<file path="config.mk">
export PLATFORM = sky130hd
export DESIGN_NAME = note_voice_manager
export DESIGN_NICKNAME = d
export VERILOG_FILES = /design/src/rtl/note_voice_manager.sv
export SDC_FILE = /design/constraint.sdc
export NUM_CORES = 1
export LEC_CHECK = 0
export BUFFER_PORTS_ARGS = -buffer_cell sky130_fd_sc_hd__buf_2
export CAP_MARGIN = 20
export CORE_UTILIZATION = 50
export DETAILED_ROUTE_END_ITERATION = 12
export PLACE_DENSITY = 0.7
export SETUP_SLACK_MARGIN = 0.05
export SKIP_CTS_REPAIR_TIMING = 1
export SYNTH_ARGS = -nofsm -noshare
export SYNTH_HDL_FRONTEND = slang
export SYNTH_SLANG_ARGS = --single-unit
</file>
<file path="constraint.sdc">
create_clock -name clk -period 5 [get_ports clk]
set_clock_uncertainty 0.1 [all_clocks]
set_input_delay 0.5 -clock clk [delete_from_list [all_inputs] [get_ports clk]]
set_output_delay 0.5 -clock clk [all_outputs]
set_load 0.05 [all_outputs]
</file>
<file path="src/rtl/note_voice_manager.sv">
// Polyphonic voice allocator: tracks held PS/2 note keys across NUM_VOICES voices
// and produces registered per-voice left/right tone dividers with octave and harmony.
module note_voice_manager #(
    parameter int NUM_VOICES = 2,
    parameter int DIV_W      = 22,
    parameter int HARM_STEP  = 2
) (
    input  logic                        clk,
    input  logic                        rst,
    input  logic                        key_valid,
    input  logic [8:0]                  key_code,
    input  logic                        key_make,
    input  logic                        harmony_en,
    input  logic                        octave_up,
    input  logic                        octave_down,
    output logic [NUM_VOICES*DIV_W-1:0] note_div_left,
    output logic [NUM_VOICES*DIV_W-1:0] note_div_right,
    output logic [NUM_VOICES-1:0]       voice_active,
    output logic [1:0]                  octave,
    output logic                        voice_stolen
);

    localparam logic [1:0] AGE_MAX = 2'(NUM_VOICES - 1);

    logic [NUM_VOICES-1:0] active_r, active_n;
    logic [8:0]            code_r [NUM_VOICES];
    logic [8:0]            code_n [NUM_VOICES];
    logic [2:0]            deg_r  [NUM_VOICES];
    logic [2:0]            deg_n  [NUM_VOICES];
    logic [1:0]            age_r  [NUM_VOICES];
    logic [1:0]            age_n  [NUM_VOICES];
    logic [1:0]            octave_r, octave_n;
    logic                  stolen_r;

    logic [3:0] key_info_s;
    logic       hit_s, free_s, steal_s;
    logic [1:0] hit_idx_s, free_idx_s, old_idx_s, old_age_s, chosen_s;

    // Returns {mapped, degree} for a scan code; extended codes never map.
    function automatic logic [3:0] key_lookup(input logic [8:0] code);
        case (code)
            9'h021:  key_lookup = {1'b1, 3'd0};
            9'h023:  key_lookup = {1'b1, 3'd1};
            9'h024:  key_lookup = {1'b1, 3'd2};
            9'h02B:  key_lookup = {1'b1, 3'd3};
            9'h034:  key_lookup = {1'b1, 3'd4};
            9'h01C:  key_lookup = {1'b1, 3'd5};
            9'h032:  key_lookup = {1'b1, 3'd6};
            default: key_lookup = {1'b0, 3'd0};
        endcase
    endfunction

    function automatic logic [DIV_W-1:0] base_div(input logic [2:0] deg);
        case (deg)
            3'd0:    base_div = DIV_W'(32'd191570);
            3'd1:    base_div = DIV_W'(32'd170648);
            3'd2:    base_div = DIV_W'(32'd151515);
            3'd3:    base_div = DIV_W'(32'd143266);
            3'd4:    base_div = DIV_W'(32'd127551);
            3'd5:    base_div = DIV_W'(32'd113636);
            3'd6:    base_div = DIV_W'(32'd101215);
            default: base_div = DIV_W'(32'd0);
        endcase
    endfunction

    function automatic logic [DIV_W-1:0] oct_shift(input logic [DIV_W-1:0] b,
                                                   input logic [1:0]       oct);
        case (oct)
            2'd0:    oct_shift = b << 1;
            2'd1:    oct_shift = b;
            2'd2:    oct_shift = b >> 1;
            default: oct_shift = b;
        endcase
    endfunction

    // Harmony wraps past degree 6 into the next octave up (one extra halving).
    function automatic logic [DIV_W-1:0] right_div(input logic [2:0] deg,
                                                   input logic [1:0] oct,
                                                   input logic       harm);
        logic [3:0] h;
        h = {1'b0, deg} + 4'(HARM_STEP);
        if (!harm) begin
            right_div = oct_shift(base_div(deg), oct);
        end else if (h <= 4'd6) begin
            right_div = oct_shift(base_div(h[2:0]), oct);
        end else begin
            right_div = oct_shift(base_div(3'(h - 4'd7)), oct) >> 1;
        end
    endfunction

    assign key_info_s = key_lookup(key_code);

    // Locate held code, lowest free voice and oldest voice (ties to lowest index).
    always_comb begin
        hit_s      = 1'b0;
        hit_idx_s  = 2'd0;
        free_s     = 1'b0;
        free_idx_s = 2'd0;
        old_idx_s  = 2'd0;
        old_age_s  = 2'd0;
        for (int v = 0; v < NUM_VOICES; v++) begin
            if (active_r[v] && (code_r[v] == key_code) && !hit_s) begin
                hit_s     = 1'b1;
                hit_idx_s = 2'(v);
            end else begin
                hit_s = hit_s;
            end
            if (!active_r[v] && !free_s) begin
                free_s     = 1'b1;
                free_idx_s = 2'(v);
            end else begin
                free_s = free_s;
            end
            if (v == 0 || age_r[v] > old_age_s) begin
                old_idx_s = 2'(v);
                old_age_s = age_r[v];
            end else begin
                old_age_s = old_age_s;
            end
        end
    end

    // Next voice state for a press/release event.
    always_comb begin
        active_n = active_r;
        code_n   = code_r;
        deg_n    = deg_r;
        age_n    = age_r;
        steal_s  = 1'b0;
        chosen_s = free_s ? free_idx_s : old_idx_s;
        if (key_valid && key_info_s[3] && key_make && !hit_s) begin
            steal_s = !free_s;
            for (int v = 0; v < NUM_VOICES; v++) begin
                if (2'(v) == chosen_s) begin
                    active_n[v] = 1'b1;
                    code_n[v]   = key_code;
                    deg_n[v]    = key_info_s[2:0];
                    age_n[v]    = 2'd0;
                end else if (active_r[v] && age_r[v] < AGE_MAX) begin
                    age_n[v] = age_r[v] + 2'd1;
                end else begin
                    age_n[v] = age_r[v];
                end
            end
        end else if (key_valid && key_info_s[3] && !key_make && hit_s) begin
            active_n[hit_idx_s] = 1'b0;
            age_n[hit_idx_s]    = 2'd0;
        end else begin
            steal_s = 1'b0;
        end
    end

    // Octave step; simultaneous up and down cancel.
    always_comb begin
        octave_n = octave_r;
        if (octave_up && !octave_down && octave_r < 2'd2) begin
            octave_n = octave_r + 2'd1;
        end else if (octave_down && !octave_up && octave_r > 2'd0) begin
            octave_n = octave_r - 2'd1;
        end else begin
            octave_n = octave_r;
        end
    end

    // Voice state, octave and steal pulse registers.
    always_ff @(posedge clk or posedge rst) begin
        if (rst) begin
            active_r <= '0;
            octave_r <= 2'd1;
            stolen_r <= 1'b0;
            for (int v = 0; v < NUM_VOICES; v++) begin
                code_r[v] <= 9'd0;
                deg_r[v]  <= 3'd0;
                age_r[v]  <= 2'd0;
            end
        end else begin
            active_r <= active_n;
            octave_r <= octave_n;
            stolen_r <= steal_s;
            code_r   <= code_n;
            deg_r    <= deg_n;
            age_r    <= age_n;
        end
    end

    // Registered divider outputs from the already-updated voice state.
    always_ff @(posedge clk or posedge rst) begin
        if (rst) begin
            note_div_left  <= '0;
            note_div_right <= '0;
            voice_active   <= '0;
        end else begin
            voice_active <= active_r;
            for (int v = 0; v < NUM_VOICES; v++) begin
                if (active_r[v]) begin
                    note_div_left[v*DIV_W +: DIV_W]  <= oct_shift(base_div(deg_r[v]), octave_r);
                    note_div_right[v*DIV_W +: DIV_W] <= right_div(deg_r[v], octave_r, harmony_en);
                end else begin
                    note_div_left[v*DIV_W +: DIV_W]  <= DIV_W'(32'd0);
                    note_div_right[v*DIV_W +: DIV_W] <= DIV_W'(32'd0);
                end
            end
        end
    end

    assign octave       = octave_r;
    assign voice_stolen = stolen_r;

endmodule

</file>
==> reports/results.ini, run 1 <==
[pwr]
swShare = 0.481
seqPwrFrac = 0.325
power_switching_mw = 1.74
p_leak_nw = 3.87
pwr-share-clk = 0.199
internal-power_mw = 1.88
p_per_area_nw_per_um2 = 409
combPwrFrac = 0.476
fin_total_pwr_mw = 3.63
worst_ir_drop_vdd_uv = 266

[final_layout]
layout.cells.non_filler = 1267
drive_gt1_frac = 0.162
final_cell_mix = nor2_1, dfrtp_1, a21oi_1, o21ai_0, buf_2
fillers = 1495
layout.nets = 1074
final_common_cell = nor2_1
antennaDiodeCount = 0
syn2layout_area_growth_pct = 8.26

[job]
drv_cap = 0

[floorplan]
fp-row-count = 46
fp.dieW_um = 130
die_h_um = 130
core-area_um2 = 15900
ios = 109
die-area_um2 = 16900
start_util = 0.514

[global_routing]
grt_use_total = 0.314
grt_max_degree = 78
grt_pass1_wl_um = 41100
antenna_found_initial = 0
overflow = 0
first_global_vias = 7356

[sta]
hold_viol_final = 0
fin_crit_ps = 3590
rsz0062_at_grt = false
slew_headroom = 0.308
layout_setup_ws_ps = 1410
drv_slew = 0
tns_ps = 0
timing.final.crit_share = 0.718
fmaxAchievable_mhz = 279
final-setup-viol-count = 0
tightest_slew_ps = 1030

[setup_path]
reg2regPathDepth = 10
rrSetupSlack_ps = 1410
slowest_delay_ps = 780
required_ps = 5130
setup.worst_path.start = deg_r[1]
critPathCapture = note_div_right[24]
worst_r2r_startpoint = deg_r[1]
crit_path_top_delay_cell = ha_1
path_class = reg2reg
crit_fanout = 23
cp_data_arrival_time_ps = 3720
r2r-end = note_div_right[24]
endpoint_kind = flip-flop
critPathLaunchType = flip-flop
path_cells = inv_1 -> ha_1 -> inv_1 -> ha_1 -> nand2_1 -> mux2i_1 -> a22oi_1 -> a211oi_1 -> a311oi_1 -> o32a_1

[logic_synthesis]
yosys.area_share.adder = 0.0183
synth-simple-area-share = 0.189
synth_flop_cell = dfrtp_1
synth_edf_count = 0
yosys_warnings = 0
avgSynthCellArea_um2 = 7.96
synth_compound_area_frac = 0.304
syn_inst = 1029
synth_top_family_by_area = compound AO/OA/AOI/OAI gates
synth_area_um2 = 8200
synth_cell_types = 78
ys_ff_latch = 111
synthMuxAreaShare = 0.0412
synthArstFlopShare = 1.00
synth_seq_area_share = 0.339
synthXorXnorAreaFrac = 0.0246

[placed_design]
place_inst = 1251
pre_cts_slack_ps = 1530
dp_hpwl_um = 16900
port_buffers = 96
gp_congestion = 0.958

[route]
ant_nets = 0
drt_iter0_drc = 1463
wl_um = 26100
first_pass_iters = 7
vias = 8302
drc = 0
viasPerCell = 6.55
wl_per_cell_um = 20.6

[clocking]
path_clk_slew_ps = 80
clkLatencyLatePin_ps = 360
cts_tree = built
htreeDepth = 3
clockBufferDepth = 2
clkSinkCount = 111
cts_buffers = 9
clockRootBuffer = clkbuf_16

[outcome]
status = finished, final reports clean

[worst_hold_path]
hold_class = in2async

-- registers in the layout, indices dropped and copies added, names as in the netlist --
register,flops
octave,2
voice_active,2
age_r,4
note_div_right,38
code_r,18
active_r,2
note_div_left,38
voice_stolen,1
deg_r,6
-- worst min-delay path by stage --
stage                            from            endpoint  slack, ps  cells past startpoint
after detailed placement     age_r[3]            age_r[3]        400                      1
after CTS                         rst  note_div_right[12]        240                      2
after global placement       age_r[3]            age_r[3]        390                      1
after global routing              rst           code_r[7]        290                      2
final                             rst  note_div_right[12]        200                      2
after floorplan           active_r[0]     voice_active[0]        330                      0
-- cells by family (layout without fill, tap and decap cells) --
logic type      after synthesis  count (layout)
flops                       111             111
simple gates                322             322
buf+inv                     150             161
xor+xnor                     23              23
fa+ha+maj                    12              12
other cells                   1              12
compound gates              384             384
mux                          26              26
-- critical path: cells and delay by family (launching register included) --
kind            cells  cell delay, ps
flops               1             340
simple gates        1              70
compound gates      4             980
fa+ha+maj           2            1180
mux                 1             430
buf+inv             2             360
-- layer usage --
metal | up-vias | GRT usage | share of wire
li1 | 3745 | - | -
met2 | 662 | 0.445 | 0.42
met3 | 86 | 0.0726 | 0.13
met1 | 3809 | 0.455 | 0.42
met5 | - | 0 | 0
met4 | 0 | 0.129 | 0.032
-- per-stage QoR --
step | hold WS, ps | cell area, µm² | util
2_1_floorplan | 328 | 8240 | -
3_3_place_gp | 391 | 8580 | 0.538
3_5_place_dp | 399 | 8580 | 0.538
4_1_cts | 236 | 8870 | 0.557
5_1_grt | 294 | 8870 | 0.557
6_report | 201 | 8870 | 0.557
-- cell usage after synthesis, drive strengths merged, types with 21 or more instances --
library cell / instances / area [µm²]
inv: 21 / 78.8
nand2b: 23 / 144
a31oi: 28 / 175
o21ai: 98 / 490
nand2: 80 / 300
nor2: 120 / 468
dfrtp: 110 / 2750
clkbuf: 63 / 236
a21oi: 100 / 500
nor3: 27 / 140
buf: 59 / 337
nand3: 21 / 105
-- layout make-up --
| cell class | count | area (µm²) | area share |
|---|---|---|---|
| clock buffers | 10 | 229 | 0.0258 |
| clock inverters | 6 | 61.3 | 0.00691 |
| well taps | 216 | 270 | 0.0305 |
| repair buffers | 117 | 638 | 0.0719 |
| flip-flops and latches | 111 | 2780 | 0.314 |
| inverters | 28 | 108 | 0.0121 |
| multi-input cells | 779 | 4780 | 0.539 |
-- power by group through the flow --
stage / sequential [mW] / clock, mW / combinational (mW)
2_1_floorplan: 1.53 / 0 / 0.928
3_3_place_gp: 1.19 / 0 / 1.69
3_5_place_dp: 1.19 / 0 / 1.68
4_1_cts: 1.17 / 0.730 / 1.69
5_1_grt: 1.20 / 0.761 / 1.82
6_report: 1.18 / 0.721 / 1.73
(Power assumes the default switching activity.)
==> run 2, diff against run 1 <==
--- a/config.mk
+++ b/config.mk
@@ -5,11 +5,12 @@
 export SDC_FILE = /design/constraint.sdc
 export NUM_CORES = 1
 export LEC_CHECK = 0
+export ABC_AREA = 1
 export BUFFER_PORTS_ARGS = -buffer_cell sky130_fd_sc_hd__buf_2
 export CAP_MARGIN = 20
 export CORE_UTILIZATION = 50
 export DETAILED_ROUTE_END_ITERATION = 12
-export PLACE_DENSITY = 0.7
+export PLACE_DENSITY = 0.73
 export SETUP_SLACK_MARGIN = 0.05
 export SKIP_CTS_REPAIR_TIMING = 1
 export SYNTH_ARGS = -nofsm -noshare
==> constraint.sdc (replaced) <==
create_clock -name clk -period 3.1 [get_ports clk]
set_clock_uncertainty 0.1 [all_clocks]
set_input_delay 0.31 -clock clk [delete_from_list [all_inputs] [get_ports clk]]
set_output_delay 0.31 -clock clk [all_outputs]
set_load 0.05 [all_outputs]
==> reports/results.ini, run 2 <==
[logic_synthesis]
yosys_warnings = 0
yosys.area_share.adder = 0.0196
synth_top_family_by_area = simple AND/OR/NAND/NOR gates
syn_inst = 1124
ys_ff_latch = 111
synth_edf_count = 0
synthArstFlopShare = 1.00
synth-simple-area-share = 0.272
synth_compound_area_frac = 0.235
yosys.area.top_type = dfrtp_1
avgSynthCellArea_um2 = 6.81
synth.top_cells.by_area = dfrtp_1, nand2_1, a21oi_1
synthXorXnorAreaFrac = 0.00572
synth_top_cell_area_share = 0.360
synth_cell_types = 48
synthMuxAreaShare = 0
synth_flop_cell = dfrtp_1
netlist_top_cells_count = nand2_1, nor2_1, a21oi_1
synth_seq_area_share = 0.363
synth_area_um2 = 7650
synth_most_common_cell = nand2_1

[pwr]
p_leak_nw = 4.44
power_switching_mw = 3.48
seqPwrFrac = 0.262
swShare = 0.519
internal-power_mw = 3.23
pwr-share-clk = 0.175
p_per_area_nw_per_um2 = 787
worst_ir_drop_vdd_uv = 523
combPwrFrac = 0.563

[setup_path]
path_class = reg2reg
required_ps = 3240
critPathLaunchType = flip-flop
slowest_delay_ps = 400
crit_path_top_delay_cell = ha_2
endpoint_kind = flip-flop
cp_num_buf_inv = 4
cp_data_arrival_time_ps = 2950
path_delay_family = simple AND/OR/NAND/NOR gates
crit_path_frequent_cell = nand2_1
path_cells = inv_2 -> ha_2 -> inv_1 -> ha_1 -> inv_1 -> nand2_1 -> nand2_1 -> inv_1 -> nand2_1 -> nor2_1 -> nand2_1 -> o21ai_1 -> nand2_1 -> o211ai_1 -> a21oi_1
crit_fanout = 10

[outcome]
status = finished, final reports clean

[floorplan]
die_h_um = 126
ios = 109
start_util = 0.519
core-area_um2 = 14800
die-area_um2 = 15800
fp-row-count = 44
fp.dieW_um = 126

[sta]
fin_crit_ps = 2810
hold_viol_final = 0
tns_ps = 0
tightest_slew_ps = 688
timing.final.crit_share = 0.905
rsz0062_at_grt = false
fmaxAchievable_mhz = 356
slew_headroom = 0.542
final-setup-viol-count = 0
drv_slew = 0

[route]
drc = 0
viasPerCell = 5.86
wl_um = 25300
wl_per_cell_um = 18.3
ant_nets = 0
first_pass_iters = 6
drt_iter0_drc = 1046
vias = 8089

[final_layout]
final_common_cell = nand2_1
final_util = 0.578
drive_gt1_frac = 0.151
final_cell_area_um2 = 8530
antennaDiodeCount = 0
final_cell_mix = nand2_1, nor2_1, a21oi_1, dfrtp_1, buf_2
layout.nets = 1219
syn2layout_area_growth_pct = 11.5
reg_top3 = note_div_left (38), note_div_right (38), code_r (18)

[global_routing]
grt_use_total = 0.331
grt_pass1_wl_um = 40800
grt_max_degree = 112
antenna_found_initial = 0
overflow = 0
first_global_vias = 7397

[clocking]
clkSinkCount = 111
cts_tree = built
clockRootBuffer = clkbuf_16
cts_buffers = 9
path_clk_slew_ps = 80
clkLatencyLatePin_ps = 360
clockBufferDepth = 2
htreeDepth = 3

[placed_design]
dp_hpwl_um = 18400
gp_congestion = 0.941
placed_cell_area_um2 = 8240
port_buffers = 96

[worst_hold_path]
hold_class = in2async

[job]
drv_cap = 0

run 2: cell count changes after synthesis, moves of 14 or more:
| cell | previous run | this run |
|---|---|---|
| nand3_1 | 21 | 36 |
| o21ai_0 | 98 | 51 |
| inv_1 | 21 | 93 |
| nand2b_1 | 23 | 0 |
| nand2_1 | 80 | 279 |
| o21ai_1 | 0 | 26 |
| a21oi_1 | 100 | 123 |
| nor2b_1 | 20 | 0 |
| mux2_4 | 14 | 0 |
| clkbuf_1 | 63 | 38 |
| inv_2 | 0 | 19 |
| nor2_1 | 117 | 139 |
| a31oi_1 | 28 | 6 |
run 2: power groups by stage:
stage	clock network [mW]	logic (mW)	registers [mW]
detailed placement	0	3.66	1.79
CTS	1.19	3.67	1.76
floorplan	0	2.05	2.46
finish	1.18	3.78	1.76
global placement	0	3.69	1.78
global route	1.24	4.05	1.78
run 2: worst reg2reg max path: stages, from the launching register on:
cell and delay, ps:
dfrtp_1 370, inv_2 110, ha_2 400, inv_1 110, ha_1 280, inv_1 30
nand2_1 140, nand2_1 130, inv_1 140, nand2_1 90, nor2_1 190, nand2_1 140
o21ai_1 160, nand2_1 80, o211ai_1 100, a21oi_1 120
run 2: layout make-up:
type | instances | area, µm²
fill | 1450 | 6220
multi-input combinational | 834 | 4120
sequential | 111 | 2780
timing repair buffer | 120 | 673
inverter | 115 | 435
clock buffer | 10 | 239
tap | 184 | 230
clock inverter | 6 | 55.1
run 2: logic make-up (layout without fill, tap and decap cells):
kind of cell             count (synthesis)  count (layout)
AO/OA/AOI/OAI                          303             303
XOR/XNOR                                 5               5
adder cells (fa/ha/maj)                 12              12
buffers and inverters                  190             251
flip-flops                             111             111
other                                    1              12
AND/OR/NAND/NOR                        502             502
run 2: per-layer routing:
| layer | global-route usage | vias to the layer above | share of wire |
|---|---|---|---|
| met4 | 0.113 | 0 | 0.021 |
| li1 | - | 3862 | - |
| met2 | 0.483 | 423 | 0.43 |
| met5 | 0 | - | 0 |
| met3 | 0.0718 | 47 | 0.092 |
| met1 | 0.482 | 3757 | 0.46 |
run 2: metrics by stage:
| stage | hold slack [ps] | cells | worst slack [ps] | total power [mW] |
|---|---|---|---|---|
| 6_report | 13.5 | 1380 | 294 | 6.72 |
| 5_1_grt | 79.2 | 1380 | 106 | 7.06 |
| 4_1_cts | 37.7 | 1380 | 327 | 6.62 |
| 3_5_place_dp | 373 | 1364 | 352 | 5.44 |
| 3_3_place_gp | 371 | 1364 | 426 | 5.47 |
| 2_1_floorplan | 252 | 1135 | 720 | 4.51 |
run 2: worst paths after layout:
kind	from	to	slack [ps]	depth (start not counted)
hold reg to reg	age_r[3]	age_r[3]	390	2
hold / removal	rst	note_div_right[22]	10	3
setup reg to reg	deg_r[4]	note_div_right[3]	290	15
setup / recovery	deg_r[4]	note_div_right[3]	290	15
max in group asynchronous	rst	age_r[0]	2470	3
min in group clk	key_code[1]	code_r[10]	130	3
